## src/rtl/tdc_pkg.sv

```systemverilog
// Shared TDC definitions for the TOA/TOT encoder paths.
// Holds the delay-line geometry, the coarse-selection window that keeps the
// counter choice away from the ripple-counter transition points, and the
// fixed edge values fed into the bubble filter at both ends of the line.
package tdc_pkg;

  localparam int TAPS   = 63;
  localparam int FINE_W = 6;
  localparam int CNT_W  = 3;

  // Fine codes inside [16, 47] are far from both counter increments, so
  // counter A is trusted there; outside it counter B is used instead.
  localparam logic [FINE_W-1:0] COARSE_WIN_LO = 6'd16;
  localparam logic [FINE_W-1:0] COARSE_WIN_HI = 6'd47;

  // Virtual tap below bit 0 reads as filled, virtual tap above the last
  // reads as empty, matching a thermometer that fills from bit 0 upward.
  localparam logic BC_LOW_BOUND  = 1'b1;
  localparam logic BC_HIGH_BOUND = 1'b0;

endpackage

```

## src/rtl/toa_bubble_corr.sv

```systemverilog
// Combinational three-tap majority filter for thermometer words.
// Each output bit is the majority of itself and its two neighbours, which
// removes isolated single-bit holes and isolated stray ones.
// Ports:
//   raw        - N-bit thermometer as latched from the delay line
//   corrected  - N-bit filtered thermometer
module toa_bubble_corr
  import tdc_pkg::*;
#(
  parameter int N = TAPS
) (
  input  logic [N-1:0] raw,
  output logic [N-1:0] corrected
);

  logic [N+1:0] ext;

  assign ext = {BC_HIGH_BOUND, raw, BC_LOW_BOUND};

  // ext[i+1] is raw[i]; ext[i] and ext[i+2] are its lower and upper neighbours.
  always_comb begin
    corrected = '0;
    for (int i = 0; i < N; i++) begin
      corrected[i] = (ext[i] & ext[i+1]) | (ext[i+1] & ext[i+2]) | (ext[i] & ext[i+2]);
    end
  end

endmodule

```

## src/rtl/toa_encoder.sv

```systemverilog
// Three-stage TOA encoder sitting behind the TOA data latch.
// S1 captures the hit, S2 bubble-corrects the fine thermometer, S3 reduces
// it to a binary fine code, picks a safe coarse count and raises error flags.
// One hit per clock, fixed three-cycle latency, no backpressure.
// Ports:
//   clk, rstn        - encoder clock (posedge), async active-low reset
//   Data_Valid_In    - one-cycle hit strobe qualifying the data inputs
//   TOA_Fine_In      - 63-tap fine thermometer, fills from bit 0
//   TOA_CntA_In/B_In - ripple counters incremented at tap 0 / tap 32
//   TOA_Code         - {coarse, fine}
//   TOA_Fine_Code    - binary fine code 0..63
//   TOA_Coarse       - selected coarse count
//   Bubble_Err       - corrected word still not a clean thermometer
//   Cnt_Err          - counters A and B disagree beyond one count
//   Code_Valid       - outputs carry a new result this cycle
module toa_encoder
  import tdc_pkg::*;
(
  input  logic                    clk,
  input  logic                    rstn,
  input  logic                    Data_Valid_In,
  input  logic [TAPS-1:0]         TOA_Fine_In,
  input  logic [CNT_W-1:0]        TOA_CntA_In,
  input  logic [CNT_W-1:0]        TOA_CntB_In,
  output logic [CNT_W+FINE_W-1:0] TOA_Code,
  output logic [FINE_W-1:0]       TOA_Fine_Code,
  output logic [CNT_W-1:0]        TOA_Coarse,
  output logic                    Bubble_Err,
  output logic                    Cnt_Err,
  output logic                    Code_Valid
);

  logic             s1_valid;
  logic [TAPS-1:0]  s1_fine;
  logic [CNT_W-1:0] s1_cnt_a;
  logic [CNT_W-1:0] s1_cnt_b;

  logic             s2_valid;
  logic [TAPS-1:0]  s2_fine;
  logic [CNT_W-1:0] s2_cnt_a;
  logic [CNT_W-1:0] s2_cnt_b;

  logic [TAPS-1:0]   corr_fine;
  logic [FINE_W-1:0] fine_sum;
  logic [TAPS:0]     therm_ext;
  logic [TAPS:0]     therm_inc;
  logic              bubble_det;
  logic [CNT_W-1:0]  coarse_sel;
  logic              cnt_mismatch;

  // S1: the valid bit shifts every cycle, data only loads on a strobe so
  // the captured word stays put between hits.
  always_ff @(posedge clk or negedge rstn) begin
    if (!rstn) begin
      s1_valid <= 1'b0;
      s1_fine  <= '0;
      s1_cnt_a <= '0;
      s1_cnt_b <= '0;
    end else begin
      s1_valid <= Data_Valid_In;
      if (Data_Valid_In) begin
        s1_fine  <= TOA_Fine_In;
        s1_cnt_a <= TOA_CntA_In;
        s1_cnt_b <= TOA_CntB_In;
      end
    end
  end

  toa_bubble_corr #(.N(TAPS)) u_bubble_corr (
    .raw       (s1_fine),
    .corrected (corr_fine)
  );

  // S2: register the corrected thermometer alongside its counters.
  always_ff @(posedge clk or negedge rstn) begin
    if (!rstn) begin
      s2_valid <= 1'b0;
      s2_fine  <= '0;
      s2_cnt_a <= '0;
      s2_cnt_b <= '0;
    end else begin
      s2_valid <= s1_valid;
      if (s1_valid) begin
        s2_fine  <= corr_fine;
        s2_cnt_a <= s1_cnt_a;
        s2_cnt_b <= s1_cnt_b;
      end
    end
  end

  // Ones count of the corrected word; at most 63 so it fits FINE_W bits.
  always_comb begin
    fine_sum = '0;
    for (int i = 0; i < TAPS; i++) begin
      fine_sum = fine_sum + FINE_W'(s2_fine[i]);
    end
  end

  // A clean thermometer is 2^k-1, whose bits never overlap those of its
  // successor; any overlap means a zero sits below a one.
  assign therm_ext  = {1'b0, s2_fine};
  assign therm_inc  = therm_ext + 1'b1;
  assign bubble_det = |(therm_ext & therm_inc);

  // Near the tap-0 crossing counter A may be mid-toggle, so use B, which
  // has not yet seen this period's tap-32 edge when fine is small.
  always_comb begin
    coarse_sel = s2_cnt_b;
    if (fine_sum < COARSE_WIN_LO) begin
      coarse_sel = s2_cnt_b + CNT_W'(1);
    end else if (fine_sum <= COARSE_WIN_HI) begin
      coarse_sel = s2_cnt_a;
    end
  end

  assign cnt_mismatch = (s2_cnt_b != s2_cnt_a) && (s2_cnt_b != (s2_cnt_a - CNT_W'(1)));

  // S3: outputs update only for a valid hit and otherwise hold.
  always_ff @(posedge clk or negedge rstn) begin
    if (!rstn) begin
      Code_Valid    <= 1'b0;
      TOA_Code      <= '0;
      TOA_Fine_Code <= '0;
      TOA_Coarse    <= '0;
      Bubble_Err    <= 1'b0;
      Cnt_Err       <= 1'b0;
    end else begin
      Code_Valid <= s2_valid;
      if (s2_valid) begin
        TOA_Code      <= {coarse_sel, fine_sum};
        TOA_Fine_Code <= fine_sum;
        TOA_Coarse    <= coarse_sel;
        Bubble_Err    <= bubble_det;
        Cnt_Err       <= cnt_mismatch;
      end
    end
  end

endmodule

```

## config.mk

```make
export PLATFORM = sky130hd
export DESIGN_NAME = toa_encoder
export DESIGN_NICKNAME = d
export VERILOG_FILES = /design/src/rtl/tdc_pkg.sv /design/src/rtl/toa_bubble_corr.sv /design/src/rtl/toa_encoder.sv
export SDC_FILE = /design/constraint.sdc
export NUM_CORES = 1
export LEC_CHECK = 0
export CAP_MARGIN = 0
export CORE_UTILIZATION = 40
export DETAILED_ROUTE_END_ITERATION = 16
export SLEW_MARGIN = 20
export SYNTH_ARGS = -nofsm -noshare
export SYNTH_HDL_FRONTEND = slang
export SYNTH_SLANG_ARGS = --single-unit
```

## constraint.sdc

```tcl
create_clock -name clk -period 8.1 [get_ports clk]
set_input_delay 1.62 -clock clk [delete_from_list [all_inputs] [get_ports clk]]
set_output_delay 1.62 -clock clk [all_outputs]
set_load 0.01 [all_outputs]
```

After elaboration in Yosys (flattened, before gate mapping) --
Cells that the tools add are included.
Operators by class: $add $sub $neg 65, $lt $le $gt $ge 2, equality and inequality tests 2, multiplexer cells 2, bitwise gates (word level) 248, reductions and logical operators 2
Operators with widths (number):
- $add A6 B1 Y6 | 57
- $or A1 B1 Y1 | 124
- $and A1 B1 Y1 | 123
- $add A63 B1 Y64 const B | 1
- $and A63 B64 Y64 | 1
- $reduce_or A64 Y1 | 1
- $add A5 B1 Y6 | 1
- $le A6 B6 Y1 const B | 1
- $lt A6 B5 Y1 const B | 1
- $mux W3 | 2
- $ne A3 B3 Y1 | 2
- $add A4 B1 Y5 | 1
- $add A3 B1 Y4 | 1
- $add A2 B1 Y3 | 1
- $add A3 B1 Y3 const B | 1
- $sub A3 B1 Y3 const B | 1
- $add A1 B1 Y2 | 1
- $logic_and A1 B1 Y1 | 1
Word-level totals: bits in registers 161, input bits 72, output and inout port bits 21

Logic depth before layout (Yosys ltp) --
Gate-level depths: netlist (run 1).
word-level depth 65, gate-level depth with buffers 24, gate-level depth less buffers 24

Hierarchy --
A second synthesis (run 1) with hierarchy kept.
Unflattened totals: cells, all modules 820, area total of the unflattened synthesis 9080.0 µm²
By module, submodules not included:
- toa_encoder | times used 1, cells an instance 757, area each 8380.5 µm²
- toa_bubble_corr | times used 1, cells an instance 63, area each 699.4 µm²

Least setup slack after synthesis (run 1) --
No wires, ideal clock.
path type flip-flop to flip-flop, start point register s2_fine[47], end point register TOA_Code[6], setup time 82 ps, arrival time 6305 ps, required time 8018 ps, slack 1713 ps, stages on the path, launching flop included 23, cell sequence dfrtp_1 inv_1 fa_1 inv_1 fa_1 fa_1 inv_1 fa_1 inv_1 fa_1 fa_1 fa_1 inv_1 fa_1 inv_1 ha_1 a21o_1 a21oi_1 or4b_1 o2111ai_2 nand2_1 a211o_1 a31oi_1
On the way: cells in the longest elaborated chain, start to end 19, elaborated cells on any way between the ends 20, classes of those cells 16 x add/sub; 2 x order compare; 2 x mux
RTL lines:
- from (decl) | RTL line toa_encoder.sv:39 | logic [TAPS-1:0] s2_fine;
- from (signal assigned) | RTL line toa_encoder.sv:84 | s2_fine <= corr_fine;
- $add A6 B1 Y6 (*) (16 in a row) | RTL line toa_encoder.sv:95 | fine_sum = fine_sum + FINE_W'(s2_fine[i]);
- $le A6 B6 Y1 | RTL line toa_encoder.sv:111 | end else if (fine_sum <= COARSE_WIN_HI) begin
- $mux W3 | RTL line toa_encoder.sv:111
- $mux W3 (*) | RTL line toa_encoder.sv:109 | if (fine_sum < COARSE_WIN_LO) begin
- to (signal assigned) | RTL line toa_encoder.sv:130 | TOA_Code <= {coarse_sel, fine_sum};
- to (decl) | RTL line toa_encoder.sv:25 | output logic [CNT_W+FINE_W-1:0] TOA_Code,
Mark *: on every way between the ends. The rest lies on a longest branch, timed or not. A chain may end at the register's enable or synchronous reset.

Worst setup path in the final report (run 1) --
Ends and elaborated chain as after synthesis.

==> impl_metrics.sql, run 1 <==
INSERT INTO impl_metrics (metric_group, metric, value, unit) VALUES
('global_routing', 'grt_first_pass_wirelength', '33000', 'µm'),
('clocking', 'clock_tree.buffer_depth', '2', ''),
('global_routing', 'grt_util_all_layers', '19.1', '%'),
('status', 'run_status', 'complete, no violations', ''),
('timing', 'timing.final.setup_violations', '0', ''),
('floorplanning', 'fp.dieW', '151', 'µm'),
('route', 'post-route-drc-count', '0', ''),
('synthesis', 'post_synthesis_instance_area', '8890', 'µm²'),
('worst_setup_path', 'setup.reg_to_reg.worst_slack', '1330', 'ps'),
('synthesis', 'main_synth_ff_type', 'sky130_fd_sc_hd__dfrtp_1', ''),
('cells_and_area', 'layout_commonest_cell', 'sky130_fd_sc_hd__dfrtp_1', ''),
('floorplanning', 'placementRows', '54', ''),
('timing', 'worstMarginPinSlew', '937', 'ps'),
('global_routing', 'grt_remaining_overflow', '0', ''),
('synthesis', 'netlist.area_leader.share', '42.8', '%'),
('timing', 'setup_ws', '1330', 'ps'),
('route', 'detailroute.via_count', '5982', ''),
('route', 'router_iterations_before_antenna_repair', '4', ''),
('cells_and_area', 'drive_gt1_share', '16.3', '%'),
('timing', 'worst_clock_skew', '8.23', 'ps'),
('global_routing', 'antenna_found_initial', '0', ''),
('clocking', 'cts_buffers', '17', ''),
('synthesis', 'synth.avg_cell_area', '11.3', 'µm²'),
('timing', 'drv_slew', '0', ''),
('worst_setup_path', 'timing.critical_path.from_type', 'flip-flop', ''),
('job', 'number_of_maximum_capacitance_constraint_violations', '0', ''),
('timing', 'timing.final.crit_period', '6770', 'ps'),
('floorplanning', 'die_height', '151', 'µm'),
('hold_path', 'worst_hold_path_type', 'flip-flop to flip-flop', ''),
('placed_design', 'detailedPlacementHpwl', '14800', 'µm'),
('floorplanning', 'i_o_pins', '93', ''),
('floorplanning', 'area_of_the_placeable_core', '21800', 'µm²'),
('placed_design', 'place_worst_setup_slack', '1340', 'ps'),
('timing', 'finalSetupTns', '0', 'ps'),
('synthesis', 'synth_top_area_cell', 'sky130_fd_sc_hd__dfrtp_1', ''),
('route', 'post_detailed_route_wirelength_per_cell', '16.9', 'µm'),
('cells_and_area', 'design.final.nets', '1012', ''),
('floorplanning', 'start_util', '40.7', '%'),
('clocking', 'clock_latency_late_sink', '430', 'ps'),
('synthesis', 'synthesis.yosys.warnings', '0', ''),
('worst_setup_path', 'worstPathArrival', '7120', 'ps'),
('placed_design', 'placement.io_buffers', '92', ''),
('synthesis', 'asyncSetResetFlopFracSynth', '100', '%'),
('worst_setup_path', 'cp-end-kind', 'flip-flop', ''),
('synthesis', 'synth_top_cells_by_area', 'sky130_fd_sc_hd__dfrtp_1 43%, sky130_fd_sc_hd__mux2_2 13%, sky130_fd_sc_hd__fa_1 12%', ''),
('global_routing', 'grt_max_degree', '88', ''),
('global_routing', 'grt_pass1_vias', '6147', ''),
('clocking', 'cts_max_level', '4', ''),
('route', 'routed_wl', '19700', 'µm'),
('worst_setup_path', 'criticalPathCategory', 'flip-flop to flip-flop', ''),
('synthesis', 'synth.yosys.seq_area_share', '42.8', '%'),
('route', 'antenna_violating_nets_post_route', '0', ''),
('synthesis', 'synth_fp_nets', '928', ''),
('clocking', 'tritoncts', 'done', ''),
('synthesis', 'ys_types', '45', ''),
('clocking', 'post_cts_repair_timing_setup_buffer_count', '0', ''),
('timing', 'clock.fmax', '148', 'MHz'),
('synthesis', 'ys_seq_elements', '152', ''),
('clocking', 'clock-root-buffer', 'sky130_fd_sc_hd__clkbuf_16', ''),
('cells_and_area', 'final_cell_mix', '151 x sky130_fd_sc_hd__dfrtp_1, 99 x sky130_fd_sc_hd__mux2_2, 98 x sky130_fd_sc_hd__inv_1', ''),
('clocking', 'cts.repair.resized', '0', ''),
('timing', 'timing.slew.headroom', '37.5', '%'),
('floorplanning', 'dieArea', '22800', 'µm²'),
('cells_and_area', 'antennaDiodeCount', '0', ''),
('worst_setup_path', 'critPathMaxFanout', '6', ''),
('route', 'avgViaCountPerCell', '5.14', ''),
('clocking', 'clk_pin_slew_worst_paths', '60', 'ps'),
('timing', 'post-route-period-util', '83.6', '%'),
('timing', 'setup_repair_after_global_routing_missed_its_margin', 'no', ''),
('placed_design', 'gpl.final_weighted_congestion', '0.932', ''),
('synthesis', 'postSynthCellCount', '787', ''),
('worst_setup_path', 'worst_ep_required_time', '8440', 'ps'),
('timing', 'count_of_endpoints_failing_hold_in_the_final_timing_report', '0', ''),
('route', 'initialDrtViolationCount', '320', ''),
('clocking', 'post_cts_hold_buffer_count', '0', ''),
('clocking', 'clock_sink_count', '152', ''),
('cells_and_area', 'area_growth_syn_to_layout', '19.9', '%'),
('synthesis', 'synth_edf_count', '0', '');
kinds of logic after synthesis:
kind of cell | count (synthesis) | share of synthesized area (%)
XOR/XNOR | 10 | 0.986
adder cells (fa/ha/maj) | 129 | 21.0
multiplexers | 99 | 12.5
flip-flops | 152 | 42.8
AND/OR/NAND/NOR | 156 | 9.29
AO/OA/AOI/OAI | 113 | 7.63
buffers and inverters | 128 | 5.79
final cells by class:
| class | instances | area, µm² |
|---|---|---|
| multi-input cells | 507 | 4570 |
| fillers | 2019 | 11200 |
| well taps | 280 | 350 |
| flip-flops and latches | 152 | 3800 |
| repair buffers | 95 | 940 |
| inverters | 98 | 368 |
| clock buffers | 21 | 450 |
| clock inverters | 11 | 171 |
layer usage:
| metal | vias up | track usage (%) | wire length [µm] |
|---|---|---|---|
| met1 | 2980 | 25.9 | 9300 |
| met4 | 0 | 5.60 | 333 |
| li1 | 2886 | - | - |
| met3 | 24 | 4.19 | 686 |
| met2 | 92 | 30.6 | 9380 |
| met5 | - | 0 | 0 |
final timing paths:
check | startpoint | to | cells after the start
worst max-delay path | s2_fine[47] | TOA_Code[6] | 22
worst min-delay path | s1_cnt_a[0] | s2_cnt_a[0] | 2
worst max register to register | s2_fine[47] | TOA_Code[6] | 22
worst min register to register | s1_cnt_a[0] | s2_cnt_a[0] | 2
max in group asynchronous | rstn | s1_fine[10] | 2
min in group asynchronous | rstn | s1_fine[50] | 1
worst max-delay path: stages, from the launching register on:
cell	delay (ps)
sky130_fd_sc_hd__dfrtp_1	440
sky130_fd_sc_hd__inv_1	110
sky130_fd_sc_hd__fa_1	550
sky130_fd_sc_hd__inv_1	50
sky130_fd_sc_hd__fa_1	390
sky130_fd_sc_hd__fa_1	510
sky130_fd_sc_hd__inv_1	60
sky130_fd_sc_hd__fa_1	530
sky130_fd_sc_hd__inv_1	50
sky130_fd_sc_hd__fa_1	520
sky130_fd_sc_hd__fa_1	440
sky130_fd_sc_hd__fa_1	550
sky130_fd_sc_hd__inv_1	50
sky130_fd_sc_hd__fa_1	580
sky130_fd_sc_hd__inv_1	60
sky130_fd_sc_hd__ha_1	280
sky130_fd_sc_hd__a21o_1	100
sky130_fd_sc_hd__a21oi_1	100
sky130_fd_sc_hd__or4b_1	500
sky130_fd_sc_hd__o2111ai_2	160
sky130_fd_sc_hd__nand2_1	170
sky130_fd_sc_hd__a211o_1	320
sky130_fd_sc_hd__a31oi_1	170
cell usage after synthesis, types with 2 or more instances:
master,count
sky130_fd_sc_hd__xnor2_1,9
sky130_fd_sc_hd__dfrtp_1,152
sky130_fd_sc_hd__o41ai_1,5
sky130_fd_sc_hd__o31ai_1,5
sky130_fd_sc_hd__mux2_2,99
sky130_fd_sc_hd__nand2b_1,2
sky130_fd_sc_hd__nand4_2,2
sky130_fd_sc_hd__maj3_1,60
sky130_fd_sc_hd__nor4_4,2
sky130_fd_sc_hd__fa_1,53
sky130_fd_sc_hd__ha_1,16
sky130_fd_sc_hd__inv_1,98
sky130_fd_sc_hd__buf_4,9
sky130_fd_sc_hd__o211ai_1,2
sky130_fd_sc_hd__a21oi_1,6
sky130_fd_sc_hd__nor2_1,16
sky130_fd_sc_hd__nand4_1,20
sky130_fd_sc_hd__o221ai_1,2
sky130_fd_sc_hd__clkbuf_1,12
sky130_fd_sc_hd__a2111oi_0,2
sky130_fd_sc_hd__buf_1,9
sky130_fd_sc_hd__nand3_1,26
sky130_fd_sc_hd__nand4_4,2
sky130_fd_sc_hd__nand2_1,66
sky130_fd_sc_hd__o21bai_1,2
sky130_fd_sc_hd__o21ai_0,70
sky130_fd_sc_hd__a31oi_1,2
sky130_fd_sc_hd__nor3_4,2
sky130_fd_sc_hd__nor4_1,5
sky130_fd_sc_hd__nor3_1,8
sky130_fd_sc_hd__o22ai_1,3
sky130_fd_sc_hd__a22oi_1,5
sky130_fd_sc_hd__o2111ai_1,3
state kept, by name, summed over array words and instances (netlist names):
register and flops:
s2_cnt_a 3, Code_Valid 1, s1_cnt_a 3, s2_fine 63, s1_valid 1, s2_valid 1
s2_cnt_b 3, Bubble_Err 1, Cnt_Err 1, s1_fine 63, s1_cnt_b 3, TOA_Code 9
through the flow:
step                cell area [µm²]  std cells  utilization [%]  hold slack (ps)
global placement              10000       1132             46.0              465
floorplan                      8890        787                -              389
CTS                           10700       1164             48.8              482
detailed placement            10000       1132             46.0              480
finish                        10700       1164             48.8              480
global route                  10700       1164             48.8              519
Power of run 1 is left out: the tool's default activity adds up to more than one toggle a clock period on the data nets, which glitch-free logic cannot reach.
==> inputs of run 2 (changes only) <==
clock period = 6.67 ns   (was 8.1 ns; I/O delays follow)
==> run 2 against run 1 <==
  * Maximum frequency up 5.2%
  * Register-to-register slack worse by 1100 ps
  * Clock skew rose by 8.2 ps
  * Hold slack better by 9.2 ps
  * Wire length rose by 3.2%
  * Die area is the same
  * Worst setup slack got worse by 1100 ps
  * Sequential share of layout area is 0.78 points lower
==> impl_metrics.sql, run 2 (synthesis results as in run 1) <==
INSERT INTO impl_metrics (metric_group, metric, value, unit) VALUES
('status', 'run_status', 'complete, no violations', ''),
('timing', 'drv_slew', '0', ''),
('worst_setup_path', 'worst_ep_required_time', '6990', 'ps'),
('timing', 'setup_repair_after_global_routing_missed_its_margin', 'yes', ''),
('timing', 'clock.fmax', '155', 'MHz'),
('route', 'router_iterations_before_antenna_repair', '5', ''),
('clocking', 'post_cts_hold_buffer_count', '0', ''),
('route', 'antenna_violating_nets_post_route', '0', ''),
('cells_and_area', 'area_growth_syn_to_layout', '22.6', '%'),
('timing', 'worst_clock_skew', '16.4', 'ps'),
('worst_setup_path', 'critical_path.startpoint', 's2_fine[51]', ''),
('timing', 'worstMarginPinSlew', '900', 'ps'),
('floorplanning', 'area_of_the_placeable_core', '21800', 'µm²'),
('clocking', 'clock_sink_count', '152', ''),
('worst_setup_path', 'cp-end-kind', 'flip-flop', ''),
('clocking', 'clk_pin_slew_worst_paths', '70', 'ps'),
('hold_path', 'hold_path.startpoint', 's1_cnt_a[0]', ''),
('route', 'routed_wl', '20300', 'µm'),
('worst_setup_path', 'criticalPathCategory', 'flip-flop to flip-flop', ''),
('route', 'post_detailed_route_wirelength_per_cell', '17.2', 'µm'),
('clocking', 'cts_max_level', '4', ''),
('global_routing', 'antenna_found_initial', '0', ''),
('clocking', 'clock_tree.buffer_depth', '2', ''),
('global_routing', 'grt_pass1_vias', '6334', ''),
('timing', 'timing.slew.headroom', '40.0', '%'),
('worst_setup_path', 'critical_path.reg2reg.startpoint', 's2_fine[51]', ''),
('floorplanning', 'dieArea', '22800', 'µm²'),
('job', 'number_of_maximum_capacitance_constraint_violations', '0', ''),
('route', 'post-route-drc-count', '0', ''),
('worst_setup_path', 'critical_path_cell_sequence', 'inv_2, fa_1, inv_1, fa_2, inv_2, fa_2, inv_2, fa_2, fa_1, fa_2, inv_2, fa_2, fa_1, inv_2, fa_2, inv_2, fa_2, inv_2, a21oi_2, o21bai_2, xnor2_2, xnor2_1, nor2_1, o31ai_1', ''),
('timing', 'hold_ws', '489', 'ps'),
('floorplanning', 'placementRows', '54', ''),
('clocking', 'tritoncts', 'done', ''),
('floorplanning', 'die_height', '151', 'µm'),
('worst_setup_path', 'critPathMaxFanout', '4', ''),
('cells_and_area', 'drive_gt1_share', '20.7', '%'),
('cells_and_area', 'top_regs', 's1_fine (63), s2_fine (63), TOA_Code (9)', ''),
('worst_setup_path', 'timing.critical_path.from_type', 'flip-flop', ''),
('route', 'initialDrtViolationCount', '357', ''),
('route', 'detailroute.via_count', '6086', ''),
('placed_design', 'gpl.final_weighted_congestion', '0.882', ''),
('clocking', 'clock_latency_late_sink', '430', 'ps'),
('worst_setup_path', 'timing.critical_path.slowest_stage_cell', 'sky130_fd_sc_hd__fa_1', ''),
('cells_and_area', 'layout_commonest_cell', 'sky130_fd_sc_hd__dfrtp_1', ''),
('floorplanning', 'i_o_pins', '93', ''),
('timing', 'timing.final.setup_violations', '0', ''),
('timing', 'count_of_endpoints_failing_hold_in_the_final_timing_report', '0', ''),
('hold_path', 'worst_hold_path_type', 'flip-flop to flip-flop', ''),
('global_routing', 'grt_first_pass_wirelength', '33800', 'µm'),
('worst_setup_path', 'worstPathArrival', '6760', 'ps'),
('worst_setup_path', 'crit_path_max_incr_delay', '550', 'ps'),
('placed_design', 'detailedPlacementHpwl', '15000', 'µm'),
('cells_and_area', 'antennaDiodeCount', '0', ''),
('floorplanning', 'fp.dieW', '151', 'µm'),
('cells_and_area', 'final_cell_mix', '150 x sky130_fd_sc_hd__dfrtp_1, 99 x sky130_fd_sc_hd__mux2_2, 90 x sky130_fd_sc_hd__inv_1, 90 x sky130_fd_sc_hd__clkdlybuf4s50_1, 70 x sky130_fd_sc_hd__o21ai_0', ''),
('global_routing', 'grt_util_all_layers', '19.6', '%'),
('timing', 'timing.final.crit_period', '6440', 'ps'),
('route', 'avgViaCountPerCell', '5.15', ''),
('global_routing', 'grt_remaining_overflow', '0', ''),
('cells_and_area', 'design.final.nets', '1030', ''),
('clocking', 'clock-root-buffer', 'sky130_fd_sc_hd__clkbuf_16', ''),
('clocking', 'cts_buffers', '17', ''),
('floorplanning', 'start_util', '40.7', '%'),
('placed_design', 'placement.io_buffers', '92', ''),
('global_routing', 'grt_max_degree', '93', ''),
('timing', 'post-route-period-util', '96.5', '%');
-- run 2: changes by cell type in the layout (fill, tap and decap cells not counted), sizes merged --
cell	previous run	this run
buf	5	23
bufinv	4	6
clkbuf	21	20
clkinv	4	3
clkinvlp	2	3
inv	99	98
-- run 2: worst paths after layout --
path                                to  slack, ps  depth (start not counted)
max in group asynchronous   s2_fine[5]       4370                          2
setup / recovery           TOA_Code[7]        230                         24
hold reg to reg            s2_cnt_a[0]        490                          2
setup reg to reg           TOA_Code[7]        230                         24
hold / removal             s2_cnt_a[0]        490                          2
min in group asynchronous  s1_fine[50]        980                          1
-- run 2: worst max-delay path: cells and delay by family, from the launching register on --
kind	cells	cell delay, ps
AO/OA/AOI/OAI	3	480
buffers and inverters	8	380
XOR/XNOR	2	480
flip-flops	1	370
adder cells (fa/ha/maj)	10	4550
AND/OR/NAND/NOR	1	70
-- run 2: through the flow --
step	cell area [µm²]	util (%)	setup TNS (ps)	cells	setup WS [ps]
detailed placement	10100	46.4	0	1144	82.1
global route	10900	49.9	-152	1182	-73.0
finish	10900	49.9	0	1182	233
global placement	10100	46.4	0	1144	164
CTS	10800	49.4	0	1176	33.4
floorplan	8890	-	0	787	283
-- run 2: metal layers --
| metal | vias up | track usage (%) | routed length, µm |
|---|---|---|---|
| li1 | 2905 | - | - |
| met2 | 112 | 31.6 | 9740 |
| met1 | 3050 | 26.8 | 9560 |
| met5 | - | 0 | 0 |
| met4 | 0 | 5.60 | 272 |
| met3 | 19 | 3.98 | 763 |
-- run 2: area by class of cell --
type	count	area, µm²
clock buffer	20	437
timing repair buffer	113	1070
sequential	152	3810
clock inverter	12	225
inverter	98	368
fill	1995	10900
multi-input combinational	507	4630
tap	280	350
-- run 2: repair_timing --
| action | 4_1_cts | 5_1_grt |
|---|---|---|
| resized for setup | 0 | 26 |
| buffers inserted | 0 | 6 |
| hold endpoints to repair | 0 | 0 |
| setup endpoints to repair | 0 | 3 |
Power of run 2 is left out for the same reason.
==> inputs of run 3 (changes only) <==
CAP_MARGIN = 15   (was 0)
CORE_UTILIZATION = 58   (was 40)
HOLD_SLACK_MARGIN = 0.06   (was unset)
PLACE_DENSITY = 0.81   (was unset)
==> run 3 against run 2 <==
  * Worst setup slack got worse by 180 ps
  * Maximum frequency shrank 2.6%
  * Wire length is 6.2% higher
  * First-iteration DRC count rose by 45%
  * Count of clock-buffer cells in the layout unchanged
  * Via count rose by 4.3%
  * Die area is 31% lower
  * Cell area fell by 1.7%
  * Register-to-register slack worse by 180 ps
  * Clock skew fell by 8.6 ps
==> impl_metrics.sql, run 3 (synthesis results as in run 1) <==
INSERT INTO impl_metrics (metric_group, metric, value, unit) VALUES
('timing', 'finalSetupTns', '0', 'ps'),
('route', 'avgViaCountPerCell', '5.83', ''),
('cells_and_area', 'design.final.nets', '1033', ''),
('timing', 'setup_repair_after_global_routing_missed_its_margin', 'yes', ''),
('cells_and_area', 'area_growth_syn_to_layout', '20.5', '%'),
('placed_design', 'detailedPlacementHpwl', '15900', 'µm'),
('clocking', 'post_cts_hold_buffer_count', '0', ''),
('global_routing', 'grt_remaining_overflow', '0', ''),
('floorplanning', 'die_height', '126', 'µm'),
('timing', 'clock.fmax', '151', 'MHz'),
('worst_setup_path', 'worst-r2r-cell-count', '21', ''),
('timing', 'drv_slew', '0', ''),
('clocking', 'clk_pin_slew_worst_paths', '60', 'ps'),
('timing', 'worst_clock_skew', '7.83', 'ps'),
('global_routing', 'grt_max_degree', '99', ''),
('clocking', 'clock_tree.buffer_depth', '2', ''),
('worst_setup_path', 'criticalPathCategory', 'flip-flop to flip-flop', ''),
('placed_design', 'placed_cell_area', '10000', 'µm²'),
('route', 'post_detailed_route_wirelength_per_cell', '19.8', 'µm'),
('cells_and_area', 'layout.filler_cells', '1062', ''),
('worst_setup_path', 'worstPathArrival', '6900', 'ps'),
('timing', 'count_of_endpoints_failing_hold_in_the_final_timing_report', '0', ''),
('floorplanning', 'i_o_pins', '93', ''),
('global_routing', 'global_route.usage.met3', '5.48', '%'),
('global_routing', 'grt_first_pass_wirelength', '35100', 'µm'),
('cells_and_area', 'antennaDiodeCount', '0', ''),
('global_routing', 'antenna_found_initial', '0', ''),
('worst_setup_path', 'r2r_end', 'TOA_Code[7]', ''),
('floorplanning', 'start_util', '60.2', '%'),
('timing', 'worstMarginPinSlew', '960', 'ps'),
('route', 'router_iterations_before_antenna_repair', '6', ''),
('timing', 'timing.final.setup_violations', '0', ''),
('clocking', 'clock-root-buffer', 'sky130_fd_sc_hd__clkbuf_16', ''),
('clocking', 'clock_sink_count', '152', ''),
('timing', 'timing.final.crit_period', '6610', 'ps'),
('clocking', 'cts_buffers', '17', ''),
('timing', 'timing.slew.headroom', '36.0', '%'),
('worst_setup_path', 'critical_path.startpoint', 's2_fine[0]', ''),
('clocking', 'clock_latency_late_sink', '420', 'ps'),
('floorplanning', 'fp.dieW', '126', 'µm'),
('timing', 'post-route-period-util', '99.1', '%'),
('cells_and_area', 'layout_commonest_cell', 'sky130_fd_sc_hd__dfrtp_1', ''),
('global_routing', 'grt_use_met2', '50.0', '%'),
('global_routing', 'grt_util_all_layers', '29.0', '%'),
('route', 'post-route-drc-count', '0', ''),
('job', 'number_of_maximum_capacitance_constraint_violations', '0', ''),
('worst_setup_path', 'timing.critical_path.from_type', 'flip-flop', ''),
('floorplanning', 'placementRows', '44', ''),
('placed_design', 'gpl.final_weighted_congestion', '0.906', ''),
('route', 'antenna_violating_nets_post_route', '0', ''),
('worst_setup_path', 'timing.critical_path.to', 'TOA_Code[7]', ''),
('clocking', 'tritoncts', 'done', ''),
('worst_setup_path', 'setup.reg_to_reg.worst_slack', '60', 'ps'),
('global_routing', 'global_route.usage.met1', '36.8', '%'),
('route', 'initialDrtViolationCount', '516', ''),
('floorplanning', 'dieArea', '15800', 'µm²'),
('route', 'detailroute.via_count', '6349', ''),
('worst_setup_path', 'critPathMaxFanout', '6', ''),
('placed_design', 'placement.io_buffers', '92', ''),
('worst_setup_path', 'critical_path.reg2reg.startpoint', 's2_fine[0]', ''),
('global_routing', 'grt_pass1_vias', '6873', ''),
('cells_and_area', 'final_cell_mix', '150 x sky130_fd_sc_hd__dfrtp_1, 99 x sky130_fd_sc_hd__mux2_2, 96 x sky130_fd_sc_hd__inv_1', ''),
('worst_setup_path', 'cp-end-kind', 'flip-flop', ''),
('route', 'routed_wl', '21600', 'µm'),
('cells_and_area', 'final_area', '10700', 'µm²'),
('worst_setup_path', 'worst_ep_required_time', '6960', 'ps'),
('floorplanning', 'area_of_the_placeable_core', '14800', 'µm²'),
('cells_and_area', 'final_core_util', '72.6', '%'),
('cells_and_area', 'drive_gt1_share', '19.6', '%'),
('status', 'run_status', 'complete, no violations', ''),
('cells_and_area', 'top_regs', 's1_fine (63), s2_fine (63), TOA_Code (9)', ''),
('global_routing', 'grt_most_used_layer', 'met2', ''),
('clocking', 'cts_max_level', '4', ''),
('hold_path', 'worst_hold_path_type', 'flip-flop to flip-flop', '');
[run 3: cell count changes in the layout (fill, tap and decap cells not counted), sizes merged]
cell	before	now
inv	98	99
clkinv	3	6
clkinvlp	3	2
bufinv	6	3
buf	23	26
[run 3: routing by layer]
metal	share of wire, %	wire [µm]
met1	42	9010
met2	51	11000
met3	5.0	1070
met4	2.5	548
met5	0	0
[run 3: area by class of cell]
type | instances | area [µm²] | share of cell area (%)
Clock buffer | 20 | 437 | 4.08
Tap cell | 184 | 230 | 2.15
Clock inverter | 12 | 151 | 1.41
Inverter | 98 | 368 | 3.44
Sequential cell | 152 | 3810 | 35.5
Multi-Input combinational cell | 507 | 4620 | 43.1
Timing Repair Buffer | 116 | 1100 | 10.2
[run 3: what timing repair did]
item	in CTS	in global routing
gates resized for setup	2	11
buffers inserted	0	6
endpoints found under the setup margin	2	3
pin swaps	0	10
endpoints found under the hold margin	0	0
[run 3: worst max-delay path: stages (launching register included)]
cell                        delay (ps)
sky130_fd_sc_hd__dfrtp_1           390
sky130_fd_sc_hd__inv_1             110
sky130_fd_sc_hd__fa_1              550
sky130_fd_sc_hd__inv_1              60
sky130_fd_sc_hd__fa_1              410
sky130_fd_sc_hd__fa_1              490
sky130_fd_sc_hd__fa_1              570
sky130_fd_sc_hd__fa_1              440
sky130_fd_sc_hd__fa_1              520
sky130_fd_sc_hd__fa_1              540
sky130_fd_sc_hd__inv_1              50
sky130_fd_sc_hd__fa_1              510
sky130_fd_sc_hd__inv_1              70
sky130_fd_sc_hd__ha_1              300
sky130_fd_sc_hd__a21o_1            160
sky130_fd_sc_hd__a21oi_2           100
sky130_fd_sc_hd__or4b_4            510
sky130_fd_sc_hd__o2111ai_4         160
sky130_fd_sc_hd__nand2_2           100
sky130_fd_sc_hd__buf_4             160
sky130_fd_sc_hd__o22ai_1           180
sky130_fd_sc_hd__o31ai_1           110
[run 3: worst min path at each step]
stage                            from          end  slack, ps  cells after the start
after floorplan              s1_valid     s2_valid        390                      0
after global placement    s1_cnt_a[1]  s2_cnt_a[1]        470                      2
after detailed placement  s1_cnt_a[1]  s2_cnt_a[1]        480                      2
after CTS                 s1_cnt_a[1]  s2_cnt_a[1]        500                      2
after global routing      s1_cnt_a[1]  s2_cnt_a[1]        510                      2
final                     s1_cnt_a[1]  s2_cnt_a[1]        490                      2
[run 3: stage by stage]
step	setup slack (ps)	cells	hold slack, ps
2_1_floorplan	283	787	389
3_3_place_gp	158	1051	468
3_5_place_dp	-1.64	1051	482
4_1_cts	16.3	1083	498
5_1_grt	-159	1089	508
6_report	58.3	1089	492
Power of run 3 is left out for the same reason.
